## src/rtl/ram_arbiter_pkg.sv

```systemverilog
// Shared types and width helpers for the RAM arbiter and its picker.
package ram_arb_pkg;

   typedef enum logic [1:0] {
      ARB_IDLE,
      ARB_WAIT,
      ARB_DONE
   } arb_state_t;

   localparam int unsigned DEF_REQ_COUNT  = 3;
   localparam int unsigned DEF_ADDR_WIDTH = 23;
   localparam int unsigned DEF_DATA_WIDTH = 16;
   localparam int unsigned DEF_TIMEOUT    = 255;

   // Index width for a set of n requesters (never below one bit).
   function automatic int unsigned idx_width(input int unsigned n);
      return (n < 2) ? 1 : $clog2(n);
   endfunction

   // Watchdog width: must hold 0..t-1 (never below one bit).
   function automatic int unsigned wd_width(input int unsigned t);
      return (t < 2) ? 1 : $clog2(t);
   endfunction

endpackage

```

## src/rtl/ram_arbiter_if.sv

```systemverilog
// Requester-side and RAM-side bus of the arbiter; slave = arbiter view,
// master = view of the requesters plus the memory.
interface ram_arbiter_if
   import ram_arb_pkg::*;
#(
   parameter int unsigned REQ_COUNT  = DEF_REQ_COUNT,
   parameter int unsigned ADDR_WIDTH = DEF_ADDR_WIDTH,
   parameter int unsigned DATA_WIDTH = DEF_DATA_WIDTH
);
   localparam int unsigned IDX_W = idx_width(REQ_COUNT);
   localparam int unsigned BE_W  = DATA_WIDTH / 8;

   // requester side
   logic [REQ_COUNT-1:0]                 req;
   logic [REQ_COUNT-1:0]                 req_we;
   logic [REQ_COUNT-1:0][ADDR_WIDTH-1:0] req_addr;
   logic [REQ_COUNT-1:0][DATA_WIDTH-1:0] req_wdata;
   logic [REQ_COUNT-1:0][BE_W-1:0]       req_be;
   logic [REQ_COUNT-1:0]                 ack;
   logic                                 err;
   logic [DATA_WIDTH-1:0]                rdata;

   // RAM side
   logic                                 ram_req;
   logic                                 ram_we;
   logic [ADDR_WIDTH-1:0]                ram_addr;
   logic [DATA_WIDTH-1:0]                ram_wdata;
   logic [BE_W-1:0]                      ram_be;
   logic                                 ram_ack;
   logic [DATA_WIDTH-1:0]                ram_rdata;

   // debug
   logic [IDX_W-1:0]                     grant_id;

   modport slave (
      input  req, req_we, req_addr, req_wdata, req_be, ram_ack, ram_rdata,
      output ack, err, rdata, ram_req, ram_we, ram_addr, ram_wdata, ram_be,
             grant_id
   );

   modport master (
      output req, req_we, req_addr, req_wdata, req_be, ram_ack, ram_rdata,
      input  ack, err, rdata, ram_req, ram_we, ram_addr, ram_wdata, ram_be,
             grant_id
   );

endinterface

```

## src/rtl/ram_arbiter_rr_pick.sv

```systemverilog
// Combinational round-robin picker with optional fixed priority for index 0.
// Scans upward from the pointer, wrapping at REQ_COUNT-1.
module rr_pick
   import ram_arb_pkg::*;
#(
   parameter  int unsigned REQ_COUNT = DEF_REQ_COUNT,
   localparam int unsigned IDX_W     = idx_width(REQ_COUNT)
) (
   input  logic [REQ_COUNT-1:0] req_i,
   input  logic [IDX_W-1:0]     ptr_i,
   input  logic                 prio0_i,
   output logic [IDX_W-1:0]     winner_o,
   output logic                 valid_o
);
   localparam logic [IDX_W-1:0] IDX_LAST = IDX_W'(REQ_COUNT - 1);

   logic [IDX_W-1:0] idx;

   // Pick the first set request at or after the pointer, or 0 under priority.
   always_comb begin
      winner_o = '0;
      valid_o  = 1'b0;
      idx      = ptr_i;
      if (prio0_i && req_i[0]) begin
         winner_o = '0;
         valid_o  = 1'b1;
      end else begin
         for (int unsigned k = 0; k < REQ_COUNT; k++) begin
            if (!valid_o && req_i[idx]) begin
               winner_o = idx;
               valid_o  = 1'b1;
            end
            idx = (idx == IDX_LAST) ? '0 : idx + IDX_W'(1);
         end
      end
   end

endmodule

```

## src/rtl/ram_arbiter.sv

```systemverilog
// Shares one RAM port between REQ_COUNT requesters: IDLE arbitrates and
// latches the winner's fields, WAIT holds ram_req until ram_ack or the
// watchdog fires, DONE pulses ack for one cycle and advances the pointer.
module ram_arbiter
   import ram_arb_pkg::*;
#(
   parameter int unsigned REQ_COUNT  = DEF_REQ_COUNT,
   parameter int unsigned ADDR_WIDTH = DEF_ADDR_WIDTH,
   parameter int unsigned DATA_WIDTH = DEF_DATA_WIDTH,
   parameter bit          PRIO0      = 1'b1,
   parameter int unsigned TIMEOUT    = DEF_TIMEOUT
) (
   input logic          CLK,
   input logic          RESET_n,
   ram_arbiter_if.slave arb_bus
);
   localparam int unsigned IDX_W = idx_width(REQ_COUNT);
   localparam int unsigned BE_W  = DATA_WIDTH / 8;
   localparam int unsigned WD_W  = wd_width(TIMEOUT);

   localparam logic [IDX_W-1:0] IDX_LAST = IDX_W'(REQ_COUNT - 1);
   localparam logic [WD_W-1:0]  WD_LAST  = (TIMEOUT == 0) ? '0 : WD_W'(TIMEOUT - 1);
   localparam bit               WD_EN    = (TIMEOUT != 0);

   arb_state_t            state_q, state_d;
   logic [IDX_W-1:0]      ptr_q, ptr_d;
   logic [IDX_W-1:0]      grant_q, grant_d;
   logic [WD_W-1:0]       wd_q, wd_d;
   logic                  we_q, we_d;
   logic [ADDR_WIDTH-1:0] addr_q, addr_d;
   logic [DATA_WIDTH-1:0] wdata_q, wdata_d;
   logic [BE_W-1:0]       be_q, be_d;
   logic [DATA_WIDTH-1:0] rdata_q, rdata_d;
   logic                  err_q, err_d;

   logic [IDX_W-1:0]      pick_idx;
   logic                  pick_valid;

   rr_pick #(
      .REQ_COUNT(REQ_COUNT)
   ) u_pick (
      .req_i    (arb_bus.req),
      .ptr_i    (ptr_q),
      .prio0_i  (PRIO0),
      .winner_o (pick_idx),
      .valid_o  (pick_valid)
   );

   // State and datapath registers; reset aborts any transaction in flight.
   always_ff @(posedge CLK or negedge RESET_n) begin
      if (!RESET_n) begin
         state_q <= ARB_IDLE;
         ptr_q   <= '0;
         grant_q <= '0;
         wd_q    <= '0;
         we_q    <= 1'b0;
         addr_q  <= '0;
         wdata_q <= '0;
         be_q    <= '0;
         rdata_q <= '0;
         err_q   <= 1'b0;
      end else begin
         state_q <= state_d;
         ptr_q   <= ptr_d;
         grant_q <= grant_d;
         wd_q    <= wd_d;
         we_q    <= we_d;
         addr_q  <= addr_d;
         wdata_q <= wdata_d;
         be_q    <= be_d;
         rdata_q <= rdata_d;
         err_q   <= err_d;
      end
   end

   // Next-state: arbitrate in IDLE, complete or time out in WAIT, rotate in DONE.
   always_comb begin
      state_d = state_q;
      ptr_d   = ptr_q;
      grant_d = grant_q;
      wd_d    = wd_q;
      we_d    = we_q;
      addr_d  = addr_q;
      wdata_d = wdata_q;
      be_d    = be_q;
      rdata_d = rdata_q;
      err_d   = err_q;
      unique case (state_q)
         ARB_IDLE: begin
            if (pick_valid) begin
               state_d = ARB_WAIT;
               grant_d = pick_idx;
               we_d    = arb_bus.req_we[pick_idx];
               addr_d  = arb_bus.req_addr[pick_idx];
               wdata_d = arb_bus.req_wdata[pick_idx];
               be_d    = arb_bus.req_be[pick_idx];
               wd_d    = '0;
            end
         end
         ARB_WAIT: begin
            // ram_ack is tested first so it beats a same-cycle timeout
            if (arb_bus.ram_ack) begin
               state_d = ARB_DONE;
               rdata_d = arb_bus.ram_rdata;
               err_d   = 1'b0;
            end else if (WD_EN && (wd_q == WD_LAST)) begin
               state_d = ARB_DONE;
               rdata_d = '0;
               err_d   = 1'b1;
            end else if (WD_EN) begin
               wd_d = wd_q + WD_W'(1);
            end
         end
         ARB_DONE: begin
            state_d = ARB_IDLE;
            ptr_d   = (grant_q == IDX_LAST) ? '0 : grant_q + IDX_W'(1);
            wd_d    = '0;
         end
         default: state_d = ARB_IDLE;
      endcase
   end

   // Outputs: ram_req follows WAIT, ack pulses the winner during DONE.
   always_comb begin
      arb_bus.ram_req   = (state_q == ARB_WAIT);
      arb_bus.ram_we    = we_q;
      arb_bus.ram_addr  = addr_q;
      arb_bus.ram_wdata = wdata_q;
      arb_bus.ram_be    = be_q;
      arb_bus.ack       = '0;
      if (state_q == ARB_DONE) begin
         arb_bus.ack[grant_q] = 1'b1;
      end
      arb_bus.err      = err_q;
      arb_bus.rdata    = rdata_q;
      arb_bus.grant_id = grant_q;
   end

endmodule

```

## src/flat_wrapper.sv

```systemverilog
// flat-port wrapper written by rule: the top's interface ports become plain ports
module ram_arbiter_flat import ram_arb_pkg::*;
#(
   parameter int unsigned REQ_COUNT  = DEF_REQ_COUNT,
   parameter int unsigned ADDR_WIDTH = DEF_ADDR_WIDTH,
   parameter int unsigned DATA_WIDTH = DEF_DATA_WIDTH,
   parameter bit          PRIO0      = 1'b1,
   parameter int unsigned TIMEOUT    = DEF_TIMEOUT
)
  (CLK, RESET_n, arb_bus_req, arb_bus_req_we, arb_bus_req_addr, arb_bus_req_wdata, arb_bus_req_be, arb_bus_ram_ack, arb_bus_ram_rdata, arb_bus_ack, arb_bus_err, arb_bus_rdata, arb_bus_ram_req, arb_bus_ram_we, arb_bus_ram_addr, arb_bus_ram_wdata, arb_bus_ram_be, arb_bus_grant_id);
  ram_arbiter_if #(.REQ_COUNT(REQ_COUNT), .ADDR_WIDTH(ADDR_WIDTH), .DATA_WIDTH(DATA_WIDTH)) arb_bus_i ();
  input logic CLK;
  input logic RESET_n;
  input wire logic [$bits(arb_bus_i.req)-1:0] arb_bus_req;
  input wire logic [$bits(arb_bus_i.req_we)-1:0] arb_bus_req_we;
  input wire logic [$bits(arb_bus_i.req_addr)-1:0] arb_bus_req_addr;
  input wire logic [$bits(arb_bus_i.req_wdata)-1:0] arb_bus_req_wdata;
  input wire logic [$bits(arb_bus_i.req_be)-1:0] arb_bus_req_be;
  input wire logic [$bits(arb_bus_i.ram_ack)-1:0] arb_bus_ram_ack;
  input wire logic [$bits(arb_bus_i.ram_rdata)-1:0] arb_bus_ram_rdata;
  output wire logic [$bits(arb_bus_i.ack)-1:0] arb_bus_ack;
  output wire logic [$bits(arb_bus_i.err)-1:0] arb_bus_err;
  output wire logic [$bits(arb_bus_i.rdata)-1:0] arb_bus_rdata;
  output wire logic [$bits(arb_bus_i.ram_req)-1:0] arb_bus_ram_req;
  output wire logic [$bits(arb_bus_i.ram_we)-1:0] arb_bus_ram_we;
  output wire logic [$bits(arb_bus_i.ram_addr)-1:0] arb_bus_ram_addr;
  output wire logic [$bits(arb_bus_i.ram_wdata)-1:0] arb_bus_ram_wdata;
  output wire logic [$bits(arb_bus_i.ram_be)-1:0] arb_bus_ram_be;
  output wire logic [$bits(arb_bus_i.grant_id)-1:0] arb_bus_grant_id;
  assign arb_bus_i.req = arb_bus_req;
  assign arb_bus_i.req_we = arb_bus_req_we;
  assign arb_bus_i.req_addr = arb_bus_req_addr;
  assign arb_bus_i.req_wdata = arb_bus_req_wdata;
  assign arb_bus_i.req_be = arb_bus_req_be;
  assign arb_bus_i.ram_ack = arb_bus_ram_ack;
  assign arb_bus_i.ram_rdata = arb_bus_ram_rdata;
  assign arb_bus_ack = arb_bus_i.ack;
  assign arb_bus_err = arb_bus_i.err;
  assign arb_bus_rdata = arb_bus_i.rdata;
  assign arb_bus_ram_req = arb_bus_i.ram_req;
  assign arb_bus_ram_we = arb_bus_i.ram_we;
  assign arb_bus_ram_addr = arb_bus_i.ram_addr;
  assign arb_bus_ram_wdata = arb_bus_i.ram_wdata;
  assign arb_bus_ram_be = arb_bus_i.ram_be;
  assign arb_bus_grant_id = arb_bus_i.grant_id;
  ram_arbiter #(.REQ_COUNT(REQ_COUNT), .ADDR_WIDTH(ADDR_WIDTH), .DATA_WIDTH(DATA_WIDTH), .PRIO0(PRIO0), .TIMEOUT(TIMEOUT)) u_core (.CLK(CLK), .RESET_n(RESET_n), .arb_bus(arb_bus_i));
endmodule
```

## config.mk

```make
export PLATFORM = sky130hd
export DESIGN_NAME = ram_arbiter_flat
export DESIGN_NICKNAME = d
export VERILOG_FILES = /design/src/rtl/ram_arbiter_pkg.sv /design/src/rtl/ram_arbiter_if.sv /design/src/rtl/ram_arbiter_rr_pick.sv /design/src/rtl/ram_arbiter.sv /design/src/flat_wrapper.sv
export SDC_FILE = /design/constraint.sdc
export NUM_CORES = 1
export LEC_CHECK = 0
export ABC_AREA = 1
export BUFFER_PORTS_ARGS = -buffer_cell sky130_fd_sc_hd__buf_4
export CAP_MARGIN = 20
export CORE_ASPECT_RATIO = 0.8
export CORE_MARGIN = 3
export CORE_UTILIZATION = 41
export CTS_CLUSTER_DIAMETER = 80
export DETAILED_ROUTE_END_ITERATION = 7
export GPL_ROUTABILITY_DRIVEN = 0
export GPL_TIMING_DRIVEN = 0
export PLACE_DENSITY = 0.8
export REMOVE_ABC_BUFFERS = 1
export SLEW_MARGIN = 20
export SYNTH_ARGS = -nofsm -noshare
export SYNTH_HDL_FRONTEND = slang
export SYNTH_HIERARCHICAL = 1
export SYNTH_SLANG_ARGS = --single-unit
export TNS_END_PERCENT = 20
```

## constraint.sdc

```tcl
create_clock -name CLK -period 1.7 [get_ports CLK]
set_input_delay 0.17 -clock CLK [delete_from_list [all_inputs] [get_ports CLK]]
set_output_delay 0.17 -clock CLK [all_outputs]
set_load 0.01 [all_outputs]
```

* Word-level counts from Yosys, hierarchy flattened
Cells that the tools add are included.
W data, S select, Z words.
** Cells by class
- Add/subtract/negate cells :: 4
- Multiply operators :: 0
- Divide/modulo/power cells :: 0
- Order comparisons :: 6
- Eq/ne operators :: 10
- Shift-type cells :: 0
- Mux-type cells :: 42
- Bitwise operators :: 0
- Reduce and logical (&&, ||, !) cells :: 12
** Operators with widths (count)
- $mux W16 :: 3
- $bmux W23 S2 :: 1
- $bmux W16 S2 :: 1
- $mux W8 :: 3
- $pmux W8 S3 :: 1
- $mux W23 :: 1
- $mux W2 :: 11
- $lt A2 B3 Y1 const B :: 5
- $mux W1 :: 13
- $add A8 B1 Y8 const B :: 1
- $bmux W1 S2 :: 4
- $eq A2 B2 Y1 const B :: 4
- $eq A8 B8 Y1 const B :: 1
- $add A2 B1 Y2 const B :: 3
- $reduce_and A2 Y1 :: 3
- $bmux W2 S2 :: 1
- $ne A2 B2 Y1 const B :: 2
- $pmux W2 S2 :: 1
- $reduce_and A4 Y1 :: 1
- $logic_and A1 B1 Y1 :: 3
- $mux W3 :: 1
- $ne A3 B2 Y1 const B :: 1
- $reduce_bool A3 Y1 :: 1
- $demux W1 S2 :: 1
- other kinds (6) :: 7
** Word-level totals
- Register bits after elaboration :: 73
- Bits in latches :: 0
- Bits in writable memories :: 0
- Bits in read-only memories :: 0
- Bits of input ports :: 148
- Output and inout bits :: 65
- Logic and storage cells :: 84
- Memories :: 0

* Depth between registers and ports, before layout
Gate-level depths: netlist of run 1.
- Depth in word-level cells :: 14
- Mapped depth :: 15
- Mapped depth without buffers :: 13

* By module
Netlist of run 1, hierarchy kept.
** By module, submodules not included
- ram_arbiter :: times used 1, cells an instance 497, area an instance 3717.3 um^2, seq. area each 1826.8 um^2
- rr_pick :: times used 1, cells an instance 35, area an instance 167.7 um^2, seq. area each 0.0 um^2

* Least setup slack after synthesis of run 1
OpenSTA, ideal clock, no wires.
- Kind :: reg-to-reg
- Start point :: register u_core.ptr_q[0]
- End point :: register u_core.addr_q[0], in the netlist u_core/arb_bus.ram_addr[0]
- Library setup time :: 83 ps
- Arrival time :: 1735 ps
- Required time :: 1617 ps
- Slack :: -117 ps
- Stages on the path, launching flop included :: 16
- Path buffers :: 2
- Clock period less this slack :: 1817 ps
- Cell sequence :: dfrtp_1 -> nor2_2 -> nand2_1 -> nand3_2 -> inv_1 -> nand3_1 -> nand3_1 -> nand2_1 -> inv_1 -> buf_2 -> inv_1 -> buf_4 -> nand2_1 -> a21oi_1 -> a21oi_1 -> o21ai_0
** Between the ends
- Word-level cells in the longest chain between the ends :: 14
- Elaborated cells between the ends (all ways) :: 29
- Those cells by class :: add/sub: 2; eq/ne: 2; mux: 20; reduce/logical: 5
** Ends and longest elaborated chain
- from (decl) :: RTL line ram_arbiter.sv:26 : logic [IDX_W-1:0] ptr_q, ptr_d;
- from (signal assigned) :: RTL line ram_arbiter.sv:64 : ptr_q <= ptr_d;
- parallel branches: the longest is 10 deep, another holds $add A2 B1 Y2
- $mux W2 (*) :: RTL line ram_arbiter_rr_pick.sv:29 : if (!valid_o && req_i[idx]) begin
- $mux W2 (*) :: RTL line ram_arbiter_rr_pick.sv:24 : if (prio0_i && req_i[0]) begin
- via u_core.pick_idx[0] :: RTL line ram_arbiter.sv:36 : logic [IDX_W-1:0] pick_idx;
- $bmux W23 S2 (*) :: RTL line ram_arbiter.sv:94 : addr_d = arb_bus.req_addr[pick_idx];
- $mux W23 (implied by the code) (*) :: RTL line ram_arbiter.sv:94
- to (signal assigned) :: RTL line ram_arbiter.sv:68 : addr_q <= addr_d;
- to (decl) :: RTL line ram_arbiter.sv:30 : logic [ADDR_WIDTH-1:0] addr_q, addr_d;
Mark *: on every way through the listed nets, which the timed path passes. The select of a mux whose other input is x is not followed.
A chain may end at the register's enable or synchronous reset.

* Worst setup path in the final report of run 1
- Start point :: register u_core.ptr_q[0]
- End point :: register u_core.wdata_q[8], in the netlist u_core/arb_bus.ram_wdata[8]
** Between the ends
- Word-level cells in the longest chain between the ends :: 14
- Elaborated cells between the ends (all ways) :: 29
- Those cells by class :: add/sub: 2; eq/ne: 2; mux: 20; reduce/logical: 5
** Ends and longest elaborated chain
- parallel branches: the longest is 10 deep, another holds $add A2 B1 Y2
- $mux W2 (*) :: RTL line ram_arbiter_rr_pick.sv:29
- $mux W2 (*) :: RTL line ram_arbiter_rr_pick.sv:24
- via u_core.pick_idx[1] :: RTL line ram_arbiter.sv:36
- $bmux W16 S2 (*) :: RTL line ram_arbiter.sv:95 : wdata_d = arb_bus.req_wdata[pick_idx];
- $mux W16 (implied by the code) (*) :: RTL line ram_arbiter.sv:95
- to (signal assigned) :: RTL line ram_arbiter.sv:69 : wdata_q <= wdata_d;
- to (decl) :: RTL line ram_arbiter.sv:31 : logic [DATA_WIDTH-1:0] wdata_q, wdata_d;
Marks and branches as above.

==> out/metrics.cfg, run 1 <==
[status]
status = finished, violations left
violations = hold timing, setup timing

[sta]
slew_headroom = 0.385
finalHoldViolations = 18
finalCriticalPeriod_ns = 2.10
finClkSkew_ns = 0.00679
setup_violations = 53
fin_crit_sh = 1.23
max_freq_ghz = 0.477
whs_ns = -0.0236
drv_slew = 0
rsz0062_at_grt = true
setup_tns_ns = -16.01
fin_ws_ns = -0.399
tightest_slew_ns = 0.923

[floorplan]
initial_core_util = 0.424
coreArea_um2 = 9150
ioPinCount = 213
num_rows = 31
fp.dieW_um = 115
die_y_um = 93.1
die_area_um2 = 10700

[worst_setup_path]
worst_path_max_delay_cell = dfrtp_2
timing.rr.end = u_core/arb_bus.ram_wdata[8]$_DFFE_PN0P_
setup.worst_path.start = u_core/ptr_q[0]$_DFFE_PN0P_
crit_top_cell = nor2_4
crit_arrival_ns = 2.33
cp_top_family = simple AND/OR/NAND/NOR gates
path_max_fanout = 8
path_class = reg2reg
cp-start-kind = flop
reg2reg_slack_ns = -0.40
cp_slowest_stage_delay_ns = 0.47
cp.buffers_inverters = 5
required_ns = 1.93
regToRegStartpoint = u_core/ptr_q[0]$_DFFE_PN0P_
crit_chain = buf_6 > nand3_4 > nand3_4 > nor2_4 > a21oi_4 > nor2_4 > clkbuf_16 > inv_4 > nor2_4 > buf_6 > buf_16 > a21oi_2 > a21oi_1
r2r.worst_path.cells = 13
cp-end-kind = flop

[detailed_routing]
vias_per_cell = 5.21
routed_wl_um = 14500
routedWlPerCell_um = 16.6
ant_nets = 0
drc = 0
via_count = 4531
first_pass_iters = 6
first_iter_violations = 271

[power]
swShare = 0.447
power_density_nw_per_um2 = 1990
seq_power_share = 0.239
clkPwrFrac = 0.149
cellInternalPower_w = 0.00698
leakagePower_nw = 3.23
vdd_ir_drop_max_mv = 0.968
combPwrFrac = 0.612
p_switching_w = 0.00565

[placement]
place_ws_ns = -1.31
dpl.hpwl_um = 8870
io_buffers = 212

[global_route]
grt_overflow = 0
grt_pass1_vias = 4392
grt_pass1_wl_um = 21800
grt_max_degree = 74
track_usage = 0.258
antenna_found_initial = 0

[synth]
synth.avg_cell_area_um2 = 7.30
ys_types = 31
yosysSeqAreaShare = 0.470
ys_warn_count = 6
async_flop_share = 1.00
synth-seq-cells = 73
synth_cells = 532
synth_edf_count = 0
synthFlopType = dfrtp_1
netlist_area_um2 = 3880

[cells_and_area]
area_growth_pct = 63.2
drive_gt1_frac = 0.396
regArea_um2 = 1830
nFillCells = 746
multiInputGateArea_um2 = 1980
num_antenna_cells = 0
final_nets = 900

[clocking]
clk_path_buf_depth = 2
path_clk_slew_ns = 0.06
cts_sinks = 73
tritoncts = built
clockRootBuffer = clkbuf_16
clkLatencyLatePin_ns = 0.32
cts_made_buffers = 9
htree_levels = 3

[job]
maxCapViolations = 0

[worst_hold_path]
hp-class = in2async

==> synthesized netlist by cell type, types with 2 or more instances <==
| library cell | count | share of area |
|---|---|---|
| nor2_1 | 86 | 0.083 |
| nand2_2 | 2 | 0.0032 |
| inv_1 | 21 | 0.020 |
| buf_2 | 12 | 0.015 |
| buf_4 | 3 | 0.0058 |
| clkbuf_1 | 12 | 0.012 |
| nand3_1 | 15 | 0.019 |
| a21oi_1 | 87 | 0.11 |
| nor2_2 | 5 | 0.0081 |
| nand3_2 | 3 | 0.0077 |
| nand2_1 | 144 | 0.14 |
| ha_1 | 2 | 0.0064 |
| o21ai_0 | 44 | 0.057 |
| dfrtp_1 | 73 | 0.47 |
| o21ai_1 | 4 | 0.0052 |
| inv_2 | 4 | 0.0039 |
==> power by group through the flow <==
stage / clock [W] / sequential, W / combinational (W)
floorplan: 0 / 0.00327 / 0.00299
global placement: 0 / 0.00295 / 0.00536
detailed placement: 0 / 0.00300 / 0.00597
finish: 0.00188 / 0.00302 / 0.00774
CTS: 0.00192 / 0.00301 / 0.00743
global route: 0.00199 / 0.00311 / 0.00833
==> layout by cell type (no fill, tap or decap), drive strengths merged, types with 2 or more instances in the layout <==
cell type,netlist,layout
a21oi,88,88
buf,17,231
clkbuf,12,10
clkinv,0,2
clkinvlp,0,2
dfrtp,73,73
ha,2,2
inv,26,30
nand2,147,147
nand3,19,19
nor2,92,93
o21ai,48,48
==> metal layers <==
| layer | global-route usage | up-vias | routed length (um) |
|---|---|---|---|
| li1 | - | 2174 | - |
| met1 | 0.323 | 2107 | 5960 |
| met2 | 0.451 | 222 | 7150 |
| met3 | 0.0563 | 28 | 1100 |
| met4 | 0.0674 | 0 | 280 |
| met5 | 0 | - | 0 |
==> registers in the layout, summed over array words and instances, names as in the netlist <==
signal and count:
u_core/arb_bus.rdata 16, u_core/state_q 2, u_core/arb_bus.ram_addr 23, u_core/arb_bus.ram_be 2, u_core/arb_bus.err 1, u_core/arb_bus.grant_id 2
u_core/arb_bus.ram_we 1, u_core/wd_q 8, u_core/ptr_q 2, u_core/arb_bus.ram_wdata 16
==> layout make-up <==
type | instances | area share
Timing Repair Buffer | 233 | 0.301
Inverter | 26 | 0.0237
Tap cell | 115 | 0.0227
Sequential cell | 73 | 0.289
Multi-Input combinational cell | 405 | 0.313
Clock inverter | 7 | 0.0120
Clock buffer | 9 | 0.0355
Timing Repair inverter | 2 | 0.00316
==> logic make-up (layout without fill, tap and decap cells) <==
logic type                 count (synthesis)  count (layout)  synth area share
buffers and inverters                     55             277            0.0625
AOI/OAI and AO/OA                        139             139             0.182
and+or+nand+nor                          261             262             0.275
DFF                                       73              73             0.470
adders and majority gates                  2               2           0.00644
other                                      1               1          0.000965
xor gates and xnor gates                   1               1           0.00225
==> worst register-to-register path, stage by stage (launching register included) <==
cell       delay, ns
dfrtp_2         0.47
buf_6           0.14
nand3_4         0.08
nand3_4         0.09
nor2_4          0.18
a21oi_4         0.08
nor2_4          0.13
clkbuf_16       0.15
inv_4           0.03
nor2_4          0.14
buf_6           0.16
buf_16          0.13
a21oi_2         0.05
a21oi_1         0.17
==> metrics by stage <==
stage                     hold slack, ns  area (um2)  utilization  std cells  power, W
after floorplan                   -0.126        3740            -        503   0.00626
after global placement             0.362        5480        0.598        830   0.00831
after detailed placement           0.368        5540        0.606        832   0.00897
after CTS                         0.0248        6250        0.682        868    0.0124
after global routing              0.0522        6340        0.693        870    0.0134
final                            -0.0236        6340        0.693        870    0.0126
==> worst max path at each step <==
| stage | endpoint | slack, ns | cells after the start |
|---|---|---|---|
| finish | u_core/arb_bus.ram_wdata[8]$_DFFE_PN0P_ | -0.40 | 13 |
| global route | u_core/arb_bus.ram_wdata[8]$_DFFE_PN0P_ | -0.50 | 13 |
| CTS | u_core/arb_bus.ram_addr[18]$_DFFE_PN0P_ | -0.36 | 14 |
| detailed placement | u_core/arb_bus.ram_addr[9]$_DFFE_PN0P_ | -1.31 | 12 |
| global placement | u_core/arb_bus.ram_be[0]$_DFFE_PN0P_ | -3.61 | 11 |
| floorplan | u_core/arb_bus.ram_addr[0]$_DFFE_PN0P_ | -1.97 | 11 |
==> what timing repair did <==
action,CTS,global route
gates resized for setup,49,24
pin swaps,12,17
setup buffers,12,3
hold buffers,0,0
endpoints found under the setup margin,53,53
cloned,8,0
No activity file was read; power rests on OpenSTA's default activity.
==> run 2, diff against run 1 <==
--- a/config.mk
+++ b/config.mk
@@ -23,3 +23,2 @@
 export SYNTH_HIERARCHICAL = 1
 export SYNTH_SLANG_ARGS = --single-unit
-export TNS_END_PERCENT = 20
==> constraint.sdc (replaced) <==
create_clock -name CLK -period 1.7 [get_ports CLK]
set_input_delay 0.51 -clock CLK [delete_from_list [all_inputs] [get_ports CLK]]
set_output_delay 0.51 -clock CLK [all_outputs]
set_load 0.01 [all_outputs]
==> out/metrics.cfg, run 2 (synthesized netlist as in run 1, its figures left out) <==
[detailed_routing]
routed_wl_um = 15900
vias_per_cell = 5.30
dr.max_layer_used = met4
via_count = 4726
wl_met3_um = 1310
routedWlPerCell_um = 17.8
first_pass_iters = 5
first_iter_violations = 320
drc = 0
dr_wl_met2_um = 8010
ant_nets = 0
wl_met1_um = 6320

[cells_and_area]
design_area_um2 = 6810
largest_register_ffs = 23
final_nets = 922
final_common_cell = buf_4
num_antenna_cells = 0
area_growth_pct = 75.3
layout_common_cells = 231 x buf_4, 133 x nand2_1, 80 x nor2_1
drive_gt1_frac = 0.458

[sta]
setup_violations = 54
fin_ws_ns = -0.463
drv_slew = 0
setup_tns_ns = -19.86
finalHoldViolations = 0
slew_headroom = 0.393
rsz0062_at_grt = true
finClkSkew_ns = 0.00720
finalCriticalPeriod_ns = 2.16
whs_ns = 0.333
max_freq_ghz = 0.462
tightest_slew_ns = 0.910
fin_crit_sh = 1.27

[floorplan]
ioPinCount = 213
num_rows = 31
fp.dieW_um = 115
initial_core_util = 0.424
die_y_um = 93.1
coreArea_um2 = 9150
die_area_um2 = 10700

[placement]
place_area_um2 = 5540
io_buffers = 212
dpl.hpwl_um = 8870
place_ws_ns = -1.35

[worst_setup_path]
crit_top_cell = nor2_4
cp.buffers_inverters = 5
cp-start-kind = flop
cp-end-kind = flop
crit_arrival_ns = 2.36
path_class = reg2reg
path_max_fanout = 8
crit_chain = buf_6 > nand3_4 > nand3_4 > nor2_4 > nand3_2 > nand2_2 > nor2_4 > clkbuf_16 > inv_4 > nor2_4 > buf_4 > buf_16 > a21oi_1 > o21ai_1
required_ns = 1.90
cp_top_family = simple AND/OR/NAND/NOR gates
cp_slowest_stage_delay_ns = 0.47
worst_path_max_delay_cell = dfrtp_2

[worst_hold_path]
hp-class = in2async

[global_route]
grt_overflow = 0
track_usage = 0.269
grt_max_degree = 74
grt_pass1_vias = 4499
grt_pass1_wl_um = 22800
antenna_found_initial = 0

[power]
power_w = 0.0141
vdd_ir_drop_max_mv = 0.981
leakagePower_nw = 3.41
power_density_nw_per_um2 = 2070

[clocking]
clockRootBuffer = clkbuf_16
clk_path_buf_depth = 2
cts_made_buffers = 9
clkLatencyLatePin_ns = 0.32
cts.hold.buffers_added = 0
tritoncts = built
htree_levels = 3
cts_sinks = 73
path_clk_slew_ns = 0.06

[status]
violations = setup timing
status = finished, violations left

[job]
maxCapViolations = 0

[run 2: cell types whose count changed in the layout (fill, tap and decap cells not counted), moves of 4 or more]
cell     before  now
a21oi_2       6   22
o21ai_0      36   25
nor2_1       84   80
o21ai_1      12   21
buf_4       220  231
nand2_1     137  133
a21oi_1      81   62
[run 2: layout make-up]
class	count	area (um2)
clock buffers	9	225
clock inverters	7	76.3
fillers	672	2340
inverters	26	146
multi-input cells	406	2180
flip-flops and latches	73	1830
well taps	115	144
repair buffers	253	2150
repair inverters	3	55.1
[run 2: what timing repair did]
action | 4_1_cts | 5_1_grt
gates cloned | 9 | 3
setup endpoints to repair | 55 | 56
setup buffers | 22 | 11
resized for setup | 74 | 72
hold endpoints to repair | 0 | 0
pin swaps | 18 | 35
[run 2: metrics by stage]
stage,std cells,utilization
6_report,892,0.744
5_1_grt,892,0.744
4_1_cts,879,0.702
3_5_place_dp,832,0.606
3_3_place_gp,830,0.598
2_1_floorplan,503,-
[run 2: path summary, 6_finish.rpt]
check	startpoint	endpoint	slack [ns]	cells past startpoint
max	u_core/ptr_q[0]$_DFFE_PN0P_	u_core/arb_bus.ram_addr[4]$_DFFE_PN0P_	-0.46	14
min	RESET_n	u_core/arb_bus.grant_id[1]$_DFFE_PN0P_	0.33	1
max reg2reg	u_core/ptr_q[0]$_DFFE_PN0P_	u_core/arb_bus.ram_addr[4]$_DFFE_PN0P_	-0.46	14
min reg2reg	u_core/arb_bus.rdata[3]$_DFFE_PN0P_	u_core/arb_bus.rdata[3]$_DFFE_PN0P_	0.47	2
max in group asynchronous	RESET_n	u_core/ptr_q[1]$_DFFE_PN0P_	0.75	1
min in group CLK	arb_bus_ram_rdata[2]	u_core/arb_bus.rdata[2]$_DFFE_PN0P_	0.39	3
[run 2: power by group]
part           internal, W  switching, W  leakage (nW)
combinational      0.00407       0.00508          2.38
sequential         0.00252      0.000507         0.883
clock              0.00115      0.000748         0.142
total              0.00774       0.00633          3.41
[run 2: metal layers]
layer / vias to the layer above / track usage
met5: - / 0
met4: 0 / 0.0508
met3: 26 / 0.0550
met2: 240 / 0.482
met1: 2238 / 0.339
li1: 2222 / -
